<file path="src/rtl/crypto_mmio.sv">
// Bus-side register file and sequencer for the crypto region: key/plaintext/ctrl/status
// registers, TRNG key capture and aes10 launch/collect with a wait-state timeout.
module crypto_mmio #(
    parameter int TIMEOUT = 255
) (
    input  logic        clk,
    input  logic        reset,
    input  logic [31:0] addr,
    input  logic        we,
    input  logic [31:0] wdata,
    output logic [31:0] rdata,
    input  logic [9:0]  trng_out,
    input  logic        trng_ready,
    output logic        aes_start,
    output logic [9:0]  aes_plaintext,
    output logic [9:0]  aes_key,
    input  logic [9:0]  aes_ciphertext,
    input  logic        aes_ready,
    output logic        irq
);
    typedef enum logic [2:0] {IDLE, KEY_WAIT, LAUNCH, DROP, WAIT} state_t;

    localparam logic [7:0] TIMEOUT_CNT = 8'(TIMEOUT);

    state_t     state_reg, state_next;
    logic [9:0] key_reg, key_next;
    logic [9:0] plaintext_reg, plaintext_next;
    logic [9:0] result_reg, result_next;
    logic       key_valid_reg, key_valid_next;
    logic       ie_reg, ie_next;
    logic       done_reg, done_next;
    logic       err_reg, err_next;
    logic [7:0] cnt_reg, cnt_next;

    logic busy;
    logic hit_key, hit_data, hit_ctrl, hit_status;
    logic err_set, err_clr, done_set, done_clr;
    logic timed_out;

    // One-hot register select; the lowest set bit takes priority.
    assign hit_key    = addr[9] & addr[2];
    assign hit_data   = addr[9] & ~addr[2] & addr[3];
    assign hit_ctrl   = addr[9] & ~addr[2] & ~addr[3] & addr[4];
    assign hit_status = addr[9] & ~addr[2] & ~addr[3] & ~addr[4] & addr[5];

    assign busy      = (state_reg != IDLE);
    assign timed_out = (cnt_reg == TIMEOUT_CNT);

    always_comb begin
        state_next     = state_reg;
        key_next       = key_reg;
        plaintext_next = plaintext_reg;
        result_next    = result_reg;
        key_valid_next = key_valid_reg;
        ie_next        = ie_reg;
        err_set        = 1'b0;
        err_clr        = 1'b0;
        done_set       = 1'b0;
        done_clr       = 1'b0;

        if (we && hit_key) begin
            if (busy) begin
                err_set = 1'b1;
            end else if (wdata[31]) begin
                state_next = KEY_WAIT;
            end else begin
                key_next       = wdata[9:0];
                key_valid_next = 1'b1;
            end
        end
        if (we && hit_data) begin
            if (busy) err_set = 1'b1;
            else      plaintext_next = wdata[9:0];
        end
        if (we && hit_ctrl) begin
            ie_next = wdata[1];
            if (wdata[0]) begin
                if (busy || !key_valid_reg) begin
                    err_set = 1'b1;
                end else begin
                    state_next = LAUNCH;
                    done_clr   = 1'b1;
                end
            end
        end
        if (we && hit_status) begin
            done_clr = done_clr | wdata[0];
            err_clr  = wdata[3];
        end

        // Normal exits take precedence over a timeout landing on the same cycle.
        case (state_reg)
            KEY_WAIT: begin
                if (trng_ready) begin
                    key_next       = trng_out;
                    key_valid_next = 1'b1;
                    state_next     = IDLE;
                end else if (timed_out) begin
                    err_set    = 1'b1;
                    state_next = IDLE;
                end
            end
            LAUNCH: state_next = DROP;
            DROP: begin
                if (!aes_ready) begin
                    state_next = WAIT;
                end else if (timed_out) begin
                    err_set    = 1'b1;
                    state_next = IDLE;
                end
            end
            WAIT: begin
                if (aes_ready) begin
                    result_next = aes_ciphertext;
                    done_set    = 1'b1;
                    state_next  = IDLE;
                end else if (timed_out) begin
                    err_set    = 1'b1;
                    state_next = IDLE;
                end
            end
            default: ;
        endcase

        done_next = done_set ? 1'b1 : (done_clr ? 1'b0 : done_reg);
        err_next  = err_set  ? 1'b1 : (err_clr  ? 1'b0 : err_reg);

        if (state_next != state_reg)
            cnt_next = 8'd0;
        else if (state_reg == KEY_WAIT || state_reg == DROP || state_reg == WAIT)
            cnt_next = cnt_reg + 8'd1;
        else
            cnt_next = cnt_reg;
    end

    always_ff @(posedge clk) begin
        if (reset) begin
            state_reg     <= IDLE;
            key_reg       <= '0;
            plaintext_reg <= '0;
            result_reg    <= '0;
            key_valid_reg <= 1'b0;
            ie_reg        <= 1'b0;
            done_reg      <= 1'b0;
            err_reg       <= 1'b0;
            cnt_reg       <= '0;
        end else begin
            state_reg     <= state_next;
            key_reg       <= key_next;
            plaintext_reg <= plaintext_next;
            result_reg    <= result_next;
            key_valid_reg <= key_valid_next;
            ie_reg        <= ie_next;
            done_reg      <= done_next;
            err_reg       <= err_next;
            cnt_reg       <= cnt_next;
        end
    end

    always_comb begin
        rdata = 32'd0;
        if (hit_key)    rdata = {22'd0, key_reg};
        if (hit_data)   rdata = {22'd0, result_reg};
        if (hit_ctrl)   rdata = {30'd0, ie_reg, 1'b0};
        if (hit_status) rdata = {28'd0, err_reg, key_valid_reg, busy, done_reg};
    end

    // Reset gates the pulse combinationally so a run caught in LAUNCH never fires.
    assign aes_start     = (state_reg == LAUNCH) && !reset;
    assign aes_plaintext = plaintext_reg;
    assign aes_key       = key_reg;
    assign irq           = done_reg & ie_reg;

    logic unused_bits;
    assign unused_bits = ^{addr[31:10], addr[8:6], addr[1:0], wdata[30:10]};
endmodule
</file>
<file path="config.mk">
export PLATFORM = sky130hd
export DESIGN_NAME = crypto_mmio
export DESIGN_NICKNAME = d
export VERILOG_FILES = /design/src/rtl/crypto_mmio.sv
export SDC_FILE = /design/constraint.sdc
export NUM_CORES = 1
export LEC_CHECK = 0
export BUFFER_PORTS_ARGS = -buffer_cell sky130_fd_sc_hd__buf_2
export CAP_MARGIN = 20
export CELL_PAD_IN_SITES_DETAIL_PLACEMENT = 0
export CELL_PAD_IN_SITES_GLOBAL_PLACEMENT = 1
export CORE_ASPECT_RATIO = 1.4
export CORE_UTILIZATION = 33
export DETAILED_ROUTE_END_ITERATION = 8
export PLACE_DENSITY = 0.84
export REMOVE_ABC_BUFFERS = 1
export SETUP_SLACK_MARGIN = 0.02
export SYNTH_ARGS = -nofsm -noshare
export SYNTH_HDL_FRONTEND = slang
export SYNTH_SLANG_ARGS = --single-unit
export TNS_END_PERCENT = 30
</file>
<file path="constraint.sdc">
create_clock -name clk -period 2.5 [get_ports clk]
set_clock_uncertainty 0.05 [all_clocks]
set_input_delay 0.25 -clock clk [delete_from_list [all_inputs] [get_ports clk]]
set_output_delay 0.25 -clock clk [all_outputs]
set_load 0.03 [all_outputs]
</file>
==> impl_metrics.toml, run 1 <==
[floorplan]
fp.dieArea_um2 = 7600
initial_core_util_pct = 34.3
io_pins = 143
row_count = 36
core_um2 = 6980
die_w_um = 74.0
die_height_um = 103

[timing]
final_max_slew_viol_count = 0
rsz0062_at_grt = "no"
fin_crit_sh_pct = 74.3
finalSetupViolations = 0
min_period_ns = 1.86
fin_setup_tns_ns = 0
hold_viol_final = 0
timing.fmax_mhz = 538

[detailed_routing]
antenna_left = 0
viasPerCell = 4.80
drt-initial-drc-count = 101
wl_met3_um = 371
wl_per_cell_um = 13.3
vias = 2069
top_layer_used = "met4"
routed_wl_um = 5740
wirelength_met1_um = 2530
wl_met2_um = 2790
drc = 0
dr.pass1.iters = 6

[global_routing]
grt_use_total_pct = 15.2
grt_pass1_vias = 1850
overflow = 0
grt_pass1_wl_um = 8770
antenna_found_initial = 0
grt_max_degree = 36

[placement]
gp_congestion = 0.852
port_buffers = 72
place_hpwl_um = 4290
dpl_cell_area_um2 = 2730

[worst_setup_path]
path_cells = "nand2b_1 -> o32ai_4 -> a311oi_4 -> nor3_1"
critPathLaunchType = "flop"
rr_startpoint = "state_reg[0]"
critPathCaptureType = "flop"
crit_fanout = 11
worstRegToRegCells = 4
crit_end = "cnt_reg[7]"
ff2ff_setup_slack_ns = 0.64
max_stage_delay_ns = 0.63
cp-startpoint = "state_reg[0]"
cpMaxStageDelayCell = "dfxtp_1"
r2r_end = "cnt_reg[7]"
arrival_ns = 2.03
criticalPathCategory = "reg2reg"
required_ns = 2.67

[clock_tree]
clock_sinks = 45
ctsLongestPathBuffers = 2
cts_resized = 0
cts_buffers = 5
post_cts_buffers = 0
htreeDepth = 2
clk_latency_ns = 0.30
cts_tree = "yes"
postCtsHoldBufs = 0
clock-root-buffer = "clkbuf_8"
clk_pin_slew_worst_paths_ns = 0.09

[final_layout]
fin_nets = 425
antenna-diode-count = 0
postLayoutCellArea_um2 = 2860
area_growth_pct = 19.6
drive_above_1_share_pct = 28.3

[synthesis]
synth_edf_count = 0
synth_cell_type_count = 45
syn_avg_cell_area_um2 = 8.93
yosysWarningCount = 0
syn_inst = 268
ys_top_cells_by_area = "dfxtp_1, mux2i_1, buf_4, nand2_1, a21oi_1"
ys_ff_latch = 45
yosys.area.top_type = "dfxtp_1"
netlist.area_leader.share_pct = 37.6
netlist_area_um2 = 2390
yosys_most_used_dff = "dfxtp_1"
async_reset_ff_share_pct = 0
yosysSeqAreaShare_pct = 37.6

[status]
status = "completed"

[job]
drv_cap = 0

[pwr]
p_switching_mw = 0.396
internal_power_mw = 1.19
irDropWorstVdd_v = 0.000250
seqPwrFrac_pct = 46.7
p_leak_nw = 1.29
finalPower_mw = 1.58
p_sw_share_pct = 25.0
cellPowerDensity_nw_per_um2 = 553
power_frac_comb_pct = 12.7
p_clk_share_pct = 40.6

[min_path]
hold_class = "in2reg"
through the flow:
| step | instances | hold slack (ns) | utilization [%] | worst slack [ns] |
|---|---|---|---|---|
| floorplan | 251 | 0.265 | - | 0.659 |
| global placement | 423 | 0.392 | 39.1 | 0.645 |
| detailed placement | 423 | 0.397 | 39.1 | 0.653 |
| CTS | 431 | 0.128 | 41.0 | 0.630 |
| global route | 431 | 0.141 | 41.0 | 0.441 |
| finish | 431 | 0.130 | 41.0 | 0.641 |
how the worst min path moves through the flow:
stage	from	endpoint	slack, ns	depth (start not counted)
3_5_place_dp	result_reg[6]	result_reg[6]	0.40	2
5_1_grt	aes_ciphertext[5]	result_reg[5]	0.14	3
3_3_place_gp	result_reg[8]	result_reg[8]	0.39	2
4_1_cts	aes_ciphertext[5]	result_reg[5]	0.13	3
6_report	aes_ciphertext[5]	result_reg[5]	0.13	3
2_1_floorplan	reset	aes_key[0]	0.26	1
synthesized netlist by cell type, types with 2 or more instances:
library cell / number
o2111ai_1: 2
o211ai_1: 2
nand2_1: 29
a211oi_2: 3
and3b_1: 3
a22o_1: 7
buf_2: 3
and3_1: 2
xor2_1: 4
clkbuf_1: 10
nor2_1: 22
dfxtp_1: 45
a21oi_1: 19
buf_4: 22
nor3_1: 10
inv_1: 6
mux2i_1: 21
o21ai_0: 5
and2_1: 4
a222oi_1: 3
xnor2_1: 3
a211oi_1: 10
a31oi_1: 2
buf_6: 2
nand4_1: 3
nand3_1: 5
nor2b_1: 3
layout make-up:
class                      count  area [um^2]
clock inverter                 3         65.1
clock buffer                   5         68.8
timing repair buffer          77          398
inverter                       6         22.5
multi-input combinational    200         1290
sequential                    45          901
tap                           95          119
fill                         727         4120
power groups by stage:
stage                     clock, mW  combinational, mW  sequential [mW]
final                         0.643              0.201            0.740
after global routing          0.688              0.217            0.742
after CTS                     0.663              0.201            0.741
after detailed placement          0              0.201            0.758
after global placement            0              0.200            0.757
after floorplan                   0              0.101            0.776
critical path, delay by kind of cell (launching register included):
kind	cells	cell delay, ns
flops	1	0.63
compound gates	2	0.59
simple gates	2	0.50
cells in the final DEF, fill, tap and decap left out, drive strengths merged, types with 2 or more instances in the layout:
cell type  Yosys  routed
a31oi          2       2
a222oi         3       3
nand3          5       5
xor2           4       4
conb           1      22
xnor2          3       3
and3           2       2
o21ai          5       5
nor2          22      22
nor2b          3       3
and3b          3       3
bufinv         0       2
nand4          3       3
nor3b          2       2
dfxtp         45      45
nand2         29      29
clkbuf        10       5
o211ai         2       2
and2           4       4
a211oi        13      13
mux2i         21      21
inv            6       6
a22o           7       7
o2111ai        2       2
nor3          11      11
buf           28      77
a21oi         19      19
layer usage:
layer | track usage, % | up-vias
li1 | - | 1043
met1 | 18.6 | 944
met2 | 26.3 | 76
met3 | 3.71 | 6
met4 | 3.85 | 0
met5 | 0 | -
cells by family (layout without fill, tap and decap cells):
group / count (synthesis) / count (layout) / share of synthesized area, %
adder cells (fa/ha/maj): 1 / 1 / 0.523
multiplexers: 21 / 21 / 8.78
flip-flops: 45 / 45 / 37.6
XOR/XNOR: 7 / 7 / 2.56
buffers and inverters: 44 / 91 / 11.8
AND/OR/NAND/NOR: 92 / 92 / 20.1
other: 1 / 22 / 0.157
AO/OA/AOI/OAI: 57 / 57 / 18.5
Power figures use the tool's default switching activity.
==> inputs of run 2 (changes only) <==
--- a/config.mk
+++ b/config.mk
@@ -5,14 +5,15 @@
 export SDC_FILE = /design/constraint.sdc
 export NUM_CORES = 1
 export LEC_CHECK = 0
+export ABC_AREA = 1
 export BUFFER_PORTS_ARGS = -buffer_cell sky130_fd_sc_hd__buf_2
 export CAP_MARGIN = 20
 export CELL_PAD_IN_SITES_DETAIL_PLACEMENT = 0
 export CELL_PAD_IN_SITES_GLOBAL_PLACEMENT = 1
 export CORE_ASPECT_RATIO = 1.4
-export CORE_UTILIZATION = 33
+export CORE_UTILIZATION = 26
 export DETAILED_ROUTE_END_ITERATION = 8
-export PLACE_DENSITY = 0.84
+export PLACE_DENSITY = 0.73
 export REMOVE_ABC_BUFFERS = 1
 export SETUP_SLACK_MARGIN = 0.02
 export SYNTH_ARGS = -nofsm -noshare
==> constraint.sdc (replaced) <==
create_clock -name clk -period 1.6 [get_ports clk]
set_clock_uncertainty 0.05 [all_clocks]
set_input_delay 0.16 -clock clk [delete_from_list [all_inputs] [get_ports clk]]
set_output_delay 0.16 -clock clk [all_outputs]
set_load 0.03 [all_outputs]
==> run 2 against run 1 <==
The run now ends with DRC left. Synthesized area rose by 2.3%. Sequential power is 58% higher. Clock-buffer cell count did not move. Sequential share of layout area is 2.9 points lower. Worst hold slack got worse by 0.077 ns. Synthesized cell count increased by 28%. Cell area grew 12%. Wire length up 19%.
==> impl_metrics.toml, run 2 <==
[timing]
fin_setup_tns_ns = 0
min_period_ns = 1.51
rsz0062_at_grt = "yes"
hold_viol_final = 0
final_max_slew_viol_count = 0
fin_crit_sh_pct = 94.2
finalSetupViolations = 0
timing.fmax_mhz = 663

[final_layout]
fin_nets = 517
fill_cells = 982
antenna-diode-count = 0
postLayoutCellArea_um2 = 3220
area_growth_pct = 31.4
layout_common_cells = "buf_2, inv_1, nand2_1"
drive_above_1_share_pct = 33.9
final_common_cell = "buf_2"

[floorplan]
core_um2 = 9080
die_height_um = 117
initial_core_util_pct = 27.0
die_w_um = 84.0
row_count = 41
fp.dieArea_um2 = 9820
io_pins = 143

[min_path]
hold_class = "in2reg"
min_to = "aes_key[5]"
min-delay-start = "trng_out[5]"
worstHoldPathCells = 3

[detailed_routing]
drc = 8
routed_wl_um = 6840
viasPerCell = 4.50
vias = 2410
dr.pass1.iters = 6
wl_per_cell_um = 12.8
drt-initial-drc-count = 110
antenna_left = 0

[pwr]
irDropWorstVdd_v = 0.000659
cellPowerDensity_nw_per_um2 = 911
internal_power_mw = 2.17
p_switching_mw = 0.761
p_sw_share_pct = 26.0
finalPower_mw = 2.93
power_frac_comb_pct = 14.4
p_clk_share_pct = 45.7
seqPwrFrac_pct = 39.9
p_leak_nw = 1.58

[clock_tree]
clk_latency_ns = 0.29
clock_sinks = 45
clock-root-buffer = "clkbuf_16"
htreeDepth = 2
cts_tree = "yes"
ctsLongestPathBuffers = 2
clk_pin_slew_worst_paths_ns = 0.07
postCtsHoldBufs = 0
cts_buffers = 5

[worst_setup_path]
required_ns = 1.73
cp-startpoint = "state_reg[0]"
critPathLaunchType = "flop"
crit_fanout = 7
path_cells = "nor2_4 -> nand2_4 -> buf_4 -> nand2_4 -> nand2_2 -> nor2_2 -> nand3_1 -> xor2_1 -> nor2_2"
criticalPathCategory = "reg2reg"
ff2ff_setup_slack_ns = 0.09
cpMaxStageDelayCell = "dfxtp_4"
r2r_end = "cnt_reg[7]"
max_stage_delay_ns = 0.36
arrival_ns = 1.64
path_buf_inv = 1
crit_family = "simple AND/OR/NAND/NOR gates"
worstRegToRegCells = 9
rr_startpoint = "state_reg[0]"
critPathCaptureType = "flop"

[placement]
gp_congestion = 0.806
port_buffers = 72
place_hpwl_um = 5300
dpl_cell_area_um2 = 2910

[synthesis]
netlist.area_leader.share_pct = 36.8
synth_edf_count = 0
yosysWarningCount = 0
ys_top_cells_by_area = "dfxtp_1, buf_4, o21ai_0, inv_1, nand2_1"
yosys_most_used_dff = "dfxtp_1"
syn_inst = 344
synthTopCellsByCount = "dfxtp_1, inv_1, nand2_1, o21ai_0, nand3_1"
synth_cell_type_count = 33
netlist_area_um2 = 2450
syn_avg_cell_area_um2 = 7.12
yosysSeqAreaShare_pct = 36.8
async_reset_ff_share_pct = 0
ys_ff_latch = 45
yosys.area.top_type = "dfxtp_1"

[job]
drv_cap = 0

[global_routing]
grt_pass1_vias = 2223
grt_use_total_pct = 14.0
grt_max_degree = 22
overflow = 0
antenna_found_initial = 0
grt_pass1_wl_um = 10800

[status]
violations = "DRC"
status = "finished with violations"
==> run 2: timing repair <==
item                                    4_1_cts  5_1_grt
endpoints found under the setup margin        1       22
gates resized for setup                       1       28
setup buffers                                 0        4
pin swaps                                     0        3
==> run 2: cell families after synthesis <==
kind of cell / Yosys count / synth area share (%)
adders and majority gates: 1 / 0.511
AOI/OAI and AO/OA: 69 / 15.7
muxes: 1 / 0.460
DFF: 45 / 36.8
buffers and inverters: 86 / 17.2
and+or+nand+nor: 135 / 27.0
other: 1 / 0.153
xor gates and xnor gates: 6 / 2.15
==> run 2: worst max-delay path by stage <==
| stage | endpoint | cells after the start | slack, ns |
|---|---|---|---|
| 6_report | cnt_reg[7] | 9 | 0.09 |
| 5_1_grt | cnt_reg[7] | 9 | -0.01 |
| 4_1_cts | rdata[1] | 5 | 0.04 |
| 3_5_place_dp | cnt_reg[7] | 12 | 0.06 |
| 3_3_place_gp | cnt_reg[7] | 10 | 0.09 |
| 2_1_floorplan | rdata[1] | 4 | 0.05 |
==> run 2: per-layer routing <==
metal / up-vias / global-route usage (%) / part of all wire (%)
met2: 80 / 25.0 / 51
met5: - / 0 / 0
met4: 0 / 5.63 / 1.9
met1: 1083 / 16.4 / 41
li1: 1236 / - / -
met3: 11 / 3.23 / 5.6
==> run 2: worst min-delay path, delay by kind of cell <==
| kind | cells | cell delay, ns |
|---|---|---|
| compound gates | 1 | 0.08 |
| buf+inv | 2 | 0.12 |
==> run 2: layout make-up <==
type / count / area [um^2] / area share [%]
multi-input combinational: 234 / 1260 / 39.1
sequential: 45 / 920 / 28.6
timing repair buffer: 91 / 518 / 16.1
inverter: 50 / 196 / 6.11
tap: 107 / 134 / 4.16
clock buffer: 5 / 125 / 3.89
clock inverter: 3 / 65.1 / 2.02
==> run 2: power groups by stage <==
stage	combinational (mW)	sequential, mW	clock, mW
6_report	0.423	1.17	1.34
5_1_grt	0.464	1.17	1.41
4_1_cts	0.417	1.17	1.37
3_5_place_dp	0.415	1.20	0
3_3_place_gp	0.414	1.20	0
2_1_floorplan	0.212	1.24	0
==> run 2: stage by stage <==
| step | worst slack, ns | util [%] | cells | hold WS (ns) |
|---|---|---|---|---|
| after floorplan | 0.0454 | - | 329 | 0.179 |
| after global placement | 0.0927 | 32.1 | 523 | 0.346 |
| after detailed placement | 0.0605 | 32.1 | 523 | 0.350 |
| after CTS | 0.0422 | 34.2 | 531 | 0.0490 |
| after global routing | -0.0116 | 35.4 | 535 | 0.0665 |
| final | 0.0922 | 35.4 | 535 | 0.0524 |
